[src/rtl/jk_pkg.sv]
// Shared JK excitation codes and helpers, used by the stimulus driver and
// by any scoreboard that has to predict what a jk_ff should be fed.
package jk_pkg;

  localparam logic [1:0] JK_HOLD   = 2'b00;
  localparam logic [1:0] JK_RESET  = 2'b01;
  localparam logic [1:0] JK_SET    = 2'b10;
  localparam logic [1:0] JK_TOGGLE = 2'b11;

  localparam logic EXC_SR  = 1'b0;
  localparam logic EXC_TGL = 1'b1;

  typedef enum logic {
    ST_IDLE  = 1'b0,
    ST_ISSUE = 1'b1
  } fsm_e;

  // {j,k} that moves a JK flop from q_cur to q_next in one clock.
  function automatic logic [1:0] jk_excite(input logic q_cur, input logic q_next,
                                           input logic mode);
    logic [1:0] code;
    if (q_cur == q_next) begin
      code = JK_HOLD;
    end else if (mode == EXC_TGL) begin
      code = JK_TOGGLE;
    end else begin
      code = q_next ? JK_SET : JK_RESET;
    end
    return code;
  endfunction

endpackage

[src/rtl/jk_stim_driver_if.sv]
// Target-bit stream into the driver. Handshake: a bit transfers on a rising
// clk edge where in_valid && in_ready; in_bit is ignored while in_valid is low.
interface jk_stim_driver_if;
  logic in_valid;
  logic in_bit;
  logic in_ready;

  modport master (output in_valid, output in_bit, input in_ready);
  modport slave  (input in_valid, input in_bit, output in_ready);
endinterface

[src/rtl/jk_bit_fifo.sv]
// Single-bit-wide synchronous FIFO with registered occupancy count.
// Pop data is the current head, valid whenever the FIFO is non-empty.
module jk_bit_fifo #(
  parameter int DEPTH = 4
) (
  input  logic                       clk,
  input  logic                       rst,
  input  logic                       push,
  input  logic                       push_bit,
  input  logic                       pop,
  output logic                       pop_bit,
  output logic                       full,
  output logic                       empty,
  output logic [$clog2(DEPTH):0]     count
);
  localparam int AW = $clog2(DEPTH);

  logic [DEPTH-1:0] mem_q, mem_d;
  logic [AW-1:0]    wr_ptr_q, wr_ptr_d;
  logic [AW-1:0]    rd_ptr_q, rd_ptr_d;
  logic [AW:0]      count_q, count_d;
  logic             do_push, do_pop;

  assign full    = (count_q == (AW+1)'(DEPTH));
  assign empty   = (count_q == '0);
  assign count   = count_q;
  assign pop_bit = mem_q[rd_ptr_q];
  assign do_push = push && !full;
  assign do_pop  = pop && !empty;

  always_comb begin
    mem_d    = mem_q;
    wr_ptr_d = wr_ptr_q;
    rd_ptr_d = rd_ptr_q;
    count_d  = count_q;
    if (do_push) begin
      mem_d[wr_ptr_q] = push_bit;
      wr_ptr_d        = wr_ptr_q + 1'b1;
    end
    if (do_pop) begin
      rd_ptr_d = rd_ptr_q + 1'b1;
    end
    case ({do_push, do_pop})
      2'b10:   count_d = count_q + 1'b1;
      2'b01:   count_d = count_q - 1'b1;
      default: count_d = count_q;
    endcase
  end

  always_ff @(posedge clk) begin
    if (rst) begin
      mem_q    <= '0;
      wr_ptr_q <= '0;
      rd_ptr_q <= '0;
      count_q  <= '0;
    end else begin
      mem_q    <= mem_d;
      wr_ptr_q <= wr_ptr_d;
      rd_ptr_q <= rd_ptr_d;
      count_q  <= count_d;
    end
  end
endmodule

[src/rtl/jk_stim_driver.sv]
// Turns a stream of target Q bits into {j,k} excitation for a downstream
// jk_ff and checks the flop's returned q two edges after each pop.
module jk_stim_driver
  import jk_pkg::*;
#(
  parameter int FIFO_DEPTH = 4,
  parameter int EXC_MODE   = 0,
  parameter int CNT_W      = 8
) (
  input  logic              clk,
  input  logic              rst,
  jk_stim_driver_if.slave   in_if,
  input  logic              q,
  output logic [1:0]        state,
  output logic              busy,
  output logic              mismatch,
  output logic [CNT_W-1:0]  err_cnt,
  output logic              err_sticky,
  output fsm_e              dbg_fsm
);
  localparam int CW = $clog2(FIFO_DEPTH) + 1;
  localparam logic MODE = (EXC_MODE != 0) ? EXC_TGL : EXC_SR;

  logic          fifo_full, fifo_empty, pop_bit, push, pop;
  logic [CW-1:0] fifo_count;

  fsm_e             fsm_q, fsm_d;
  logic [1:0]       state_q, state_d;
  logic             q_model_q, q_model_d;
  logic             v1_q, v1_d, v2_q, v2_d;
  logic             e1_q, e1_d, e2_q, e2_d;
  logic             mismatch_q, mismatch_d;
  logic [CNT_W-1:0] err_cnt_q, err_cnt_d;
  logic             err_sticky_q, err_sticky_d;
  logic             fail;

  assign in_if.in_ready = !fifo_full;
  assign push           = in_if.in_valid && !fifo_full;
  assign pop            = (fsm_q == ST_ISSUE) && !fifo_empty;

  jk_bit_fifo #(.DEPTH(FIFO_DEPTH)) u_fifo (
    .clk      (clk),
    .rst      (rst),
    .push     (push),
    .push_bit (in_if.in_bit),
    .pop      (pop),
    .pop_bit  (pop_bit),
    .full     (fifo_full),
    .empty    (fifo_empty),
    .count    (fifo_count)
  );

  // ISSUE exactly while the registered FIFO count is non-zero, so a freshly
  // pushed bit pops on the next edge and a steady stream has no bubbles.
  always_comb begin
    fsm_d = fsm_q;
    case (fsm_q)
      ST_IDLE:  if (push) fsm_d = ST_ISSUE;
      ST_ISSUE: if (fifo_count == CW'(1) && !push) fsm_d = ST_IDLE;
      default:  fsm_d = ST_IDLE;
    endcase
  end

  // Stage 1 holds the bit whose excitation is on `state`; stage 2 holds the
  // bit the flop has just captured, so q is compared against it.
  always_comb begin
    state_d      = JK_HOLD;
    q_model_d    = q_model_q;
    v1_d         = pop;
    e1_d         = pop_bit;
    v2_d         = v1_q;
    e2_d         = e1_q;
    fail         = v2_q && (q != e2_q);
    mismatch_d   = fail;
    err_cnt_d    = err_cnt_q;
    err_sticky_d = err_sticky_q | fail;
    if (pop) begin
      state_d   = jk_excite(q_model_q, pop_bit, MODE);
      q_model_d = pop_bit;
    end
    if (fail && (err_cnt_q != {CNT_W{1'b1}})) begin
      err_cnt_d = err_cnt_q + 1'b1;
    end
  end

  always_ff @(posedge clk) begin
    if (rst) begin
      fsm_q        <= ST_IDLE;
      state_q      <= JK_HOLD;
      q_model_q    <= 1'b0;
      v1_q         <= 1'b0;
      v2_q         <= 1'b0;
      e1_q         <= 1'b0;
      e2_q         <= 1'b0;
      mismatch_q   <= 1'b0;
      err_cnt_q    <= '0;
      err_sticky_q <= 1'b0;
    end else begin
      fsm_q        <= fsm_d;
      state_q      <= state_d;
      q_model_q    <= q_model_d;
      v1_q         <= v1_d;
      v2_q         <= v2_d;
      e1_q         <= e1_d;
      e2_q         <= e2_d;
      mismatch_q   <= mismatch_d;
      err_cnt_q    <= err_cnt_d;
      err_sticky_q <= err_sticky_d;
    end
  end

  assign state      = state_q;
  assign busy       = !fifo_empty || v1_q || v2_q;
  assign mismatch   = mismatch_q;
  assign err_cnt    = err_cnt_q;
  assign err_sticky = err_sticky_q;
  assign dbg_fsm    = fsm_q;
endmodule
[src/flat_wrapper.sv]
// flat-port wrapper written by rule: the top's interface ports become plain ports
module jk_stim_driver_flat import jk_pkg::*;
#(
  parameter int FIFO_DEPTH = 4,
  parameter int EXC_MODE   = 0,
  parameter int CNT_W      = 8
)
  (clk, rst, q, state, busy, mismatch, err_cnt, err_sticky, dbg_fsm, in_if_in_valid, in_if_in_bit, in_if_in_ready);
  jk_stim_driver_if in_if_i ();
  input  logic clk;
  input  logic rst;
  input  logic q;
  output logic [1:0] state;
  output logic busy;
  output logic mismatch;
  output logic [CNT_W-1:0] err_cnt;
  output logic err_sticky;
  output fsm_e dbg_fsm;
  input wire logic [$bits(in_if_i.in_valid)-1:0] in_if_in_valid;
  input wire logic [$bits(in_if_i.in_bit)-1:0] in_if_in_bit;
  output wire logic [$bits(in_if_i.in_ready)-1:0] in_if_in_ready;
  assign in_if_i.in_valid = in_if_in_valid;
  assign in_if_i.in_bit = in_if_in_bit;
  assign in_if_in_ready = in_if_i.in_ready;
  jk_stim_driver #(.FIFO_DEPTH(FIFO_DEPTH), .EXC_MODE(EXC_MODE), .CNT_W(CNT_W)) u_core (.clk(clk), .rst(rst), .in_if(in_if_i), .q(q), .state(state), .busy(busy), .mismatch(mismatch), .err_cnt(err_cnt), .err_sticky(err_sticky), .dbg_fsm(dbg_fsm));
endmodule
[config.mk]
export PLATFORM = sky130hd
export DESIGN_NAME = jk_stim_driver_flat
export DESIGN_NICKNAME = d
export VERILOG_FILES = /design/src/rtl/jk_pkg.sv /design/src/rtl/jk_stim_driver_if.sv /design/src/rtl/jk_bit_fifo.sv /design/src/rtl/jk_stim_driver.sv /design/src/flat_wrapper.sv
export SDC_FILE = /design/constraint.sdc
export NUM_CORES = 1
export LEC_CHECK = 0
export CORE_ASPECT_RATIO = 1.2
export CORE_MARGIN = 4
export CORE_UTILIZATION = 30
export DETAILED_ROUTE_END_ITERATION = 8
export GPL_TIMING_DRIVEN = 1
export SYNTH_ARGS = -nofsm -noshare
export SYNTH_HDL_FRONTEND = slang
export SYNTH_SLANG_ARGS = --single-unit
[constraint.sdc]
create_clock -name clk -period 3.7 [get_ports clk]
set_input_delay 1.11 -clock clk [delete_from_list [all_inputs] [get_ports clk]]
set_output_delay 1.11 -clock clk [all_outputs]
set_load 0.05 [all_outputs]
* Yosys cells after proc, flatten, opt, wreduce, memory -nomap -nowiden
Index checks and enable logic that the tools add are counted.
** Storage, ports and cells
- Logic and storage cells :: 58
- Register bits after elaboration :: 29
** Operators by class
- $lt $le $gt $ge :: 3
- Reduce and logical (&&, ||, !) cells :: 16
- Multiplexer cells :: 10
- Add/sub/neg operators :: 5
- Bitwise operators :: 3
- Equality and inequality tests :: 7
** Operator list (number)
- 8-bit by 1-bit adder with 8-bit output (second input constant) :: 1
- 1-bit logical AND :: 8
- 8-bit != test (second input constant) :: 1
- 2-bit by 3-bit < comparator with 1-bit output (second input constant) :: 2
- 3-bit case mux with 2 select lines :: 1
- 2-bit by 1-bit adder with 2-bit output (second input constant) :: 2
- 4-bit bitwise mux :: 1
- 1-bit 2-to-1 mux :: 4
- 3-bit by 1-bit adder with 3-bit output (second input constant) :: 1
- 3-bit by 1-bit == test with 1-bit output (second input constant) :: 1
- 3-bit == test (second input constant) :: 1
- 1-bit zero test :: 3
- 3-bit zero test :: 1
- 3-bit OR reduction :: 1
- 3-bit by 1-bit subtractor with 3-bit output (second input constant) :: 1
- 1-bit binary-select mux with 2-bit select :: 1
- 1-bit demux with 2-bit select :: 1
- 2-bit by 1-bit == test with 1-bit output (second input constant) :: 1
- 2-bit == test (second input constant) :: 1
- 2-bit by 1-bit >= comparator with 1-bit output (second input constant) :: 1
- 1-bit logical OR :: 2
- 2-bit 2-to-1 mux :: 1
- 1-bit NOT :: 2
- 1-bit case mux with 2 select lines :: 1
- 4 further kinds :: 4

* Depth between registers and ports, before layout
- Word-level depth :: 7
- Depth in mapped cells :: 9
- Depth with buffers taken out :: 9

* Hierarchy
From an unflattened synthesis, not the netlist that was laid out.
** Unflattened totals
- Cell total of the unflattened synthesis :: 145
- Area total of the unflattened synthesis :: 1357.6 um^2
** Modules (own cells, without submodules)
- jk_stim_driver :: cells an instance 80, times used 1, area an instance 750.7 um^2
- jk_bit_fifo :: cells an instance 65, times used 1, area an instance 606.8 um^2

* Least setup slack after synthesis
OpenSTA, ideal clock, no wires.
- Kind :: input-to-reg
- Start point :: input port in_if_in_valid
- End point :: register u_core.u_fifo.count_q[2] (netlist: u_core.u_fifo.count[2])
- Buffers on the path :: 0
- Arrival :: 2.292 ns
- Setup slack :: 1.338 ns
- Setup time :: 0.070 ns
- Cell stages on the path :: 5
- Cell sequence :: a21boi_2 inv_2 ha_1 or3_1 a21oi_1
** On the way
- Word-level cells in the longest chain between the ends :: 4
- Elaborated cells between the ends (all ways) :: 6
** Ends and longest elaborated chain
- from (decl) :: RTL line flat_wrapper.sv:19 : input wire logic [$bits(in_if_i.in_valid)-1:0] in_if_in_valid;
- 1-bit logical AND (*) :: RTL line jk_stim_driver.sv:38 : assign push = in_if.in_valid && !fifo_full;
- 1-bit logical AND (*) :: RTL line jk_bit_fifo.sv:28 : assign do_push = push && !full;
- 2-bit by 1-bit == test with 1-bit output or 2-bit == test (tied branches) :: RTL line jk_bit_fifo.sv:43 : case ({do_push, do_pop})
- 3-bit case mux with 2 select lines or 2-bit nonzero test (tied branches)
- to (signal assigned) :: RTL line jk_bit_fifo.sv:60 : count_q <= count_d;
- to (decl) :: RTL line jk_bit_fifo.sv:21 : logic [AW:0] count_q, count_d;
Mark *: on every way between the ends. The rest lies on a longest branch, timed or not.
A chain may end at the register's enable or synchronous reset.

* Worst setup path after layout
- Start point :: register u_core.u_fifo.count_q[0] (netlist: u_core.u_fifo.count[0])
- End point :: output port busy
** On the way
- Word-level cells in the longest chain between the ends :: 4
** Ends and longest elaborated chain
- 3-bit zero test :: RTL line jk_bit_fifo.sv:25 : assign empty = (count_q == '0);
- 1-bit zero test :: RTL line jk_stim_driver.sv:113 : assign busy = !fifo_empty || v1_q || v2_q;
- 1-bit logical OR (2 in a row) :: RTL line jk_stim_driver.sv:113
- to (decl) :: RTL line flat_wrapper.sv:14 : output logic busy;
Every way passes these cells.

==> run summary <==
crit-path cells = inv_1, ha_1, nand2b_1, or3_1, clkdlybuf4s50_1
area leader, netlist = dfxtp_1
total power draw = 0.879 mW
vias in the first global route = 1070
Synth Instances = 147
DRC viols = 0
commonest cells after routing, fill and taps aside = 29 x dfxtp_1, 19 x clkdlybuf4s50_1, 13 x inv_1, 13 x a21oi_1, 10 x ha_1
Port Buffer Count = 19
clock insertion delay at the later pin of the skew report = 0.27 ns
CTS buffer count = 5
Synth area leaders = dfxtp_1 42%, ha_1 9.0%, a21oi_1 4.7%
met1 wire length = 1.23 mm
worst-margin pin slew = 0.499 ns
Post-CTS Hold Fix Bufs = 0
library cells used by synthesis = 39
crit path time final = 3.20 ns
Routed Antenna Nets = 0
initial core utilization = 31.8%
Critical Path RT = 2.59 ns
wire per inst = 12.3 microns
Layout fillers = 434
crit share post-route = 86.6%
Peak supply drop = 365 uV
met2 wire len = 1.34 mm
die span in y = 82.7 microns
worst-path fanout max = 4
Die Area = 0.00581 sq mm
final hold vios = 0
sw frac = 34.5%
routed wire length = 2.78 mm
Crit path arrival time = 2.09 ns
Pleak = 0.631 nW
IO Count = 20
Sequential Power Share = 42.0%
initial drt markers = 69
Critical Path End Type = primary output
syn nets = 162
async set or reset register ratio after synthesis = 0%
Seq/Total Area, Yosys = 41.6%
Setup TNS Final = 0 ns
skew final = 0.00586 ns
Placer Congestion = 0.772
GRT Util Overall = 10.2%
Vias = 1118
deepest clock path buffer count = 2
Core Footprint = 0.00439 sq mm
FMAX = 0.312 GHz
Slowest Stage Delay on Critical Path = 0.71 ns
Synth Warn # = 0
Synth Cell Area = 0.00140 sq mm
CTS Sinks = 29
num rows = 26
Syn Area/Cell = 9.49 sq um
crit start category = register
pwr dens = 511 mW/mm^2
top cell type's share of synthesized area = 41.6%
number of register bits inferred by synthesis = 29
Root Buffer = clkbuf_8
total congestion overflow = 0
Setup CP Type = register to primary output
instance area at placement = 0.00164 sq mm
Post-synth EDFFs = 0
# resized after CTS = 0
final hold slack = 0.436 ns
Min-Delay Path Class = register to register
Top delay family on crit path = buffers and inverters
detailed placement HPWL = 2.14 mm
Levels on crit path = 5
layout overhead on the synthesized area = 23.2%
Synth Flop Type = dfxtp_1
Clk pwr share = 27.2%
Register-to-Register Path Depth = 7
initial antenna violation count = 0
H-Tree Depth = 2
Setup Buffers After CTS = 0
max-cap violations = 0
slowest CP cell = clkdlybuf4s50_1
Buf/Inv on CP = 2
Die Wd = 70.3 microns
Switch Pwr = 0.303 mW
Min-Delay Path Depth = 1
Vias per Instance = 4.93
Internal = 0.576 mW
top sig layer = met4
CTS tree = built
Reg clk slew, reported paths = 0.06 ns
first-pass GRT wire length = 4.62 mm
RSZ-0062 raised after global routing = false
design area = 0.00172 sq mm
Final Slew Violations = 0
final net count = 185
share of cells above drive strength 1 = 8.19%
met3 WL = 172 microns
router iterations before antenna repair = 4
Slew headroom = 66.6%
final setup fails = 0
status = finished clean
Comb power frac = 30.7%
largest net degree at the start of global routing = 22
n_diodes = 0
commonest non-fill, non-tap cell in the layout = dfxtp_1
per-layer routing:
metal / track usage, % / vias up
met2: 18.1 / 25
met1: 10.4 / 517
met3: 4.72 / 3
met4: 4.21 / 0
met5: 0 / -
li1: - / 573
cell usage after synthesis, types with 4 or more instances:
library cell and number:
nand2_1 6, nand3_1 8, o21ai_1 5, a21oi_1 13, dfxtp_1 29, inv_1 13, nor2b_1 5, and4_1 4
ha_1 10, nor2_1 6
stage by stage:
stage	worst slack [ns]	utilization, %	std cells
6_report	0.495	39.1	227
5_1_grt	0.379	39.1	227
4_1_cts	0.468	39.1	227
3_5_place_dp	0.752	37.3	219
3_3_place_gp	0.796	37.3	219
2_1_floorplan	1.34	-	147
logic make-up (layout without fill, tap and decap cells):
| family | after synthesis | after routing | share of synthesized area, % |
|---|---|---|---|
| adders and majority gates | 10 | 10 | 8.97 |
| xor gates and xnor gates | 4 | 4 | 3.05 |
| and+or+nand+nor | 46 | 46 | 19.9 |
| DFF | 29 | 29 | 41.6 |
| buffers and inverters | 18 | 42 | 5.47 |
| AOI/OAI and AO/OA | 36 | 36 | 17.1 |
| muxes | 4 | 4 | 3.86 |
power groups by stage:
stage | Clock [mW] | Sequential [mW] | Combinational (mW)
CTS | 0.253 | 0.370 | 0.273
global route | 0.267 | 0.375 | 0.299
detailed placement | 0 | 0.377 | 0.272
floorplan | 0 | 0.381 | 0.193
finish | 0.239 | 0.369 | 0.270
global placement | 0 | 0.374 | 0.263
flip-flops by register name, indices dropped and copies added, names as in the netlist:
register                flops
u_core.q_model_q            1
u_core.err_sticky           1
u_core.u_fifo.rd_ptr_q      2
u_core.mismatch             1
u_core.e2_q                 1
u_core.dbg_fsm              1
u_core.v1_q                 1
u_core.err_cnt              8
u_core.v2_q                 1
u_core.e1_q                 1
u_core.u_fifo.mem_q         4
u_core.u_fifo.count         3
u_core.state                2
u_core.u_fifo.wr_ptr_q      2
layout make-up:
| class | count | area (sq um) | area share (%) |
|---|---|---|---|
| Multi-Input combinational cell | 100 | 738 | 42.9 |
| Sequential cell | 29 | 581 | 33.8 |
| Timing Repair Buffer | 20 | 198 | 11.5 |
| Clock buffer | 8 | 80.1 | 4.66 |
| Tap cell | 56 | 70.1 | 4.08 |
| Inverter | 14 | 52.6 | 3.06 |
path summary, 6_finish.rpt:
check,from,to,slack (ns)
worst max-delay path,u_core.u_fifo.count[0],busy,0.50
worst min-delay path,u_core.e1_q,u_core.e2_q,0.44
worst max register to register,u_core.u_fifo.count[0],u_core.u_fifo.count[2],1.57
worst min register to register,u_core.e1_q,u_core.e2_q,0.44
(Power assumes the default switching activity.)
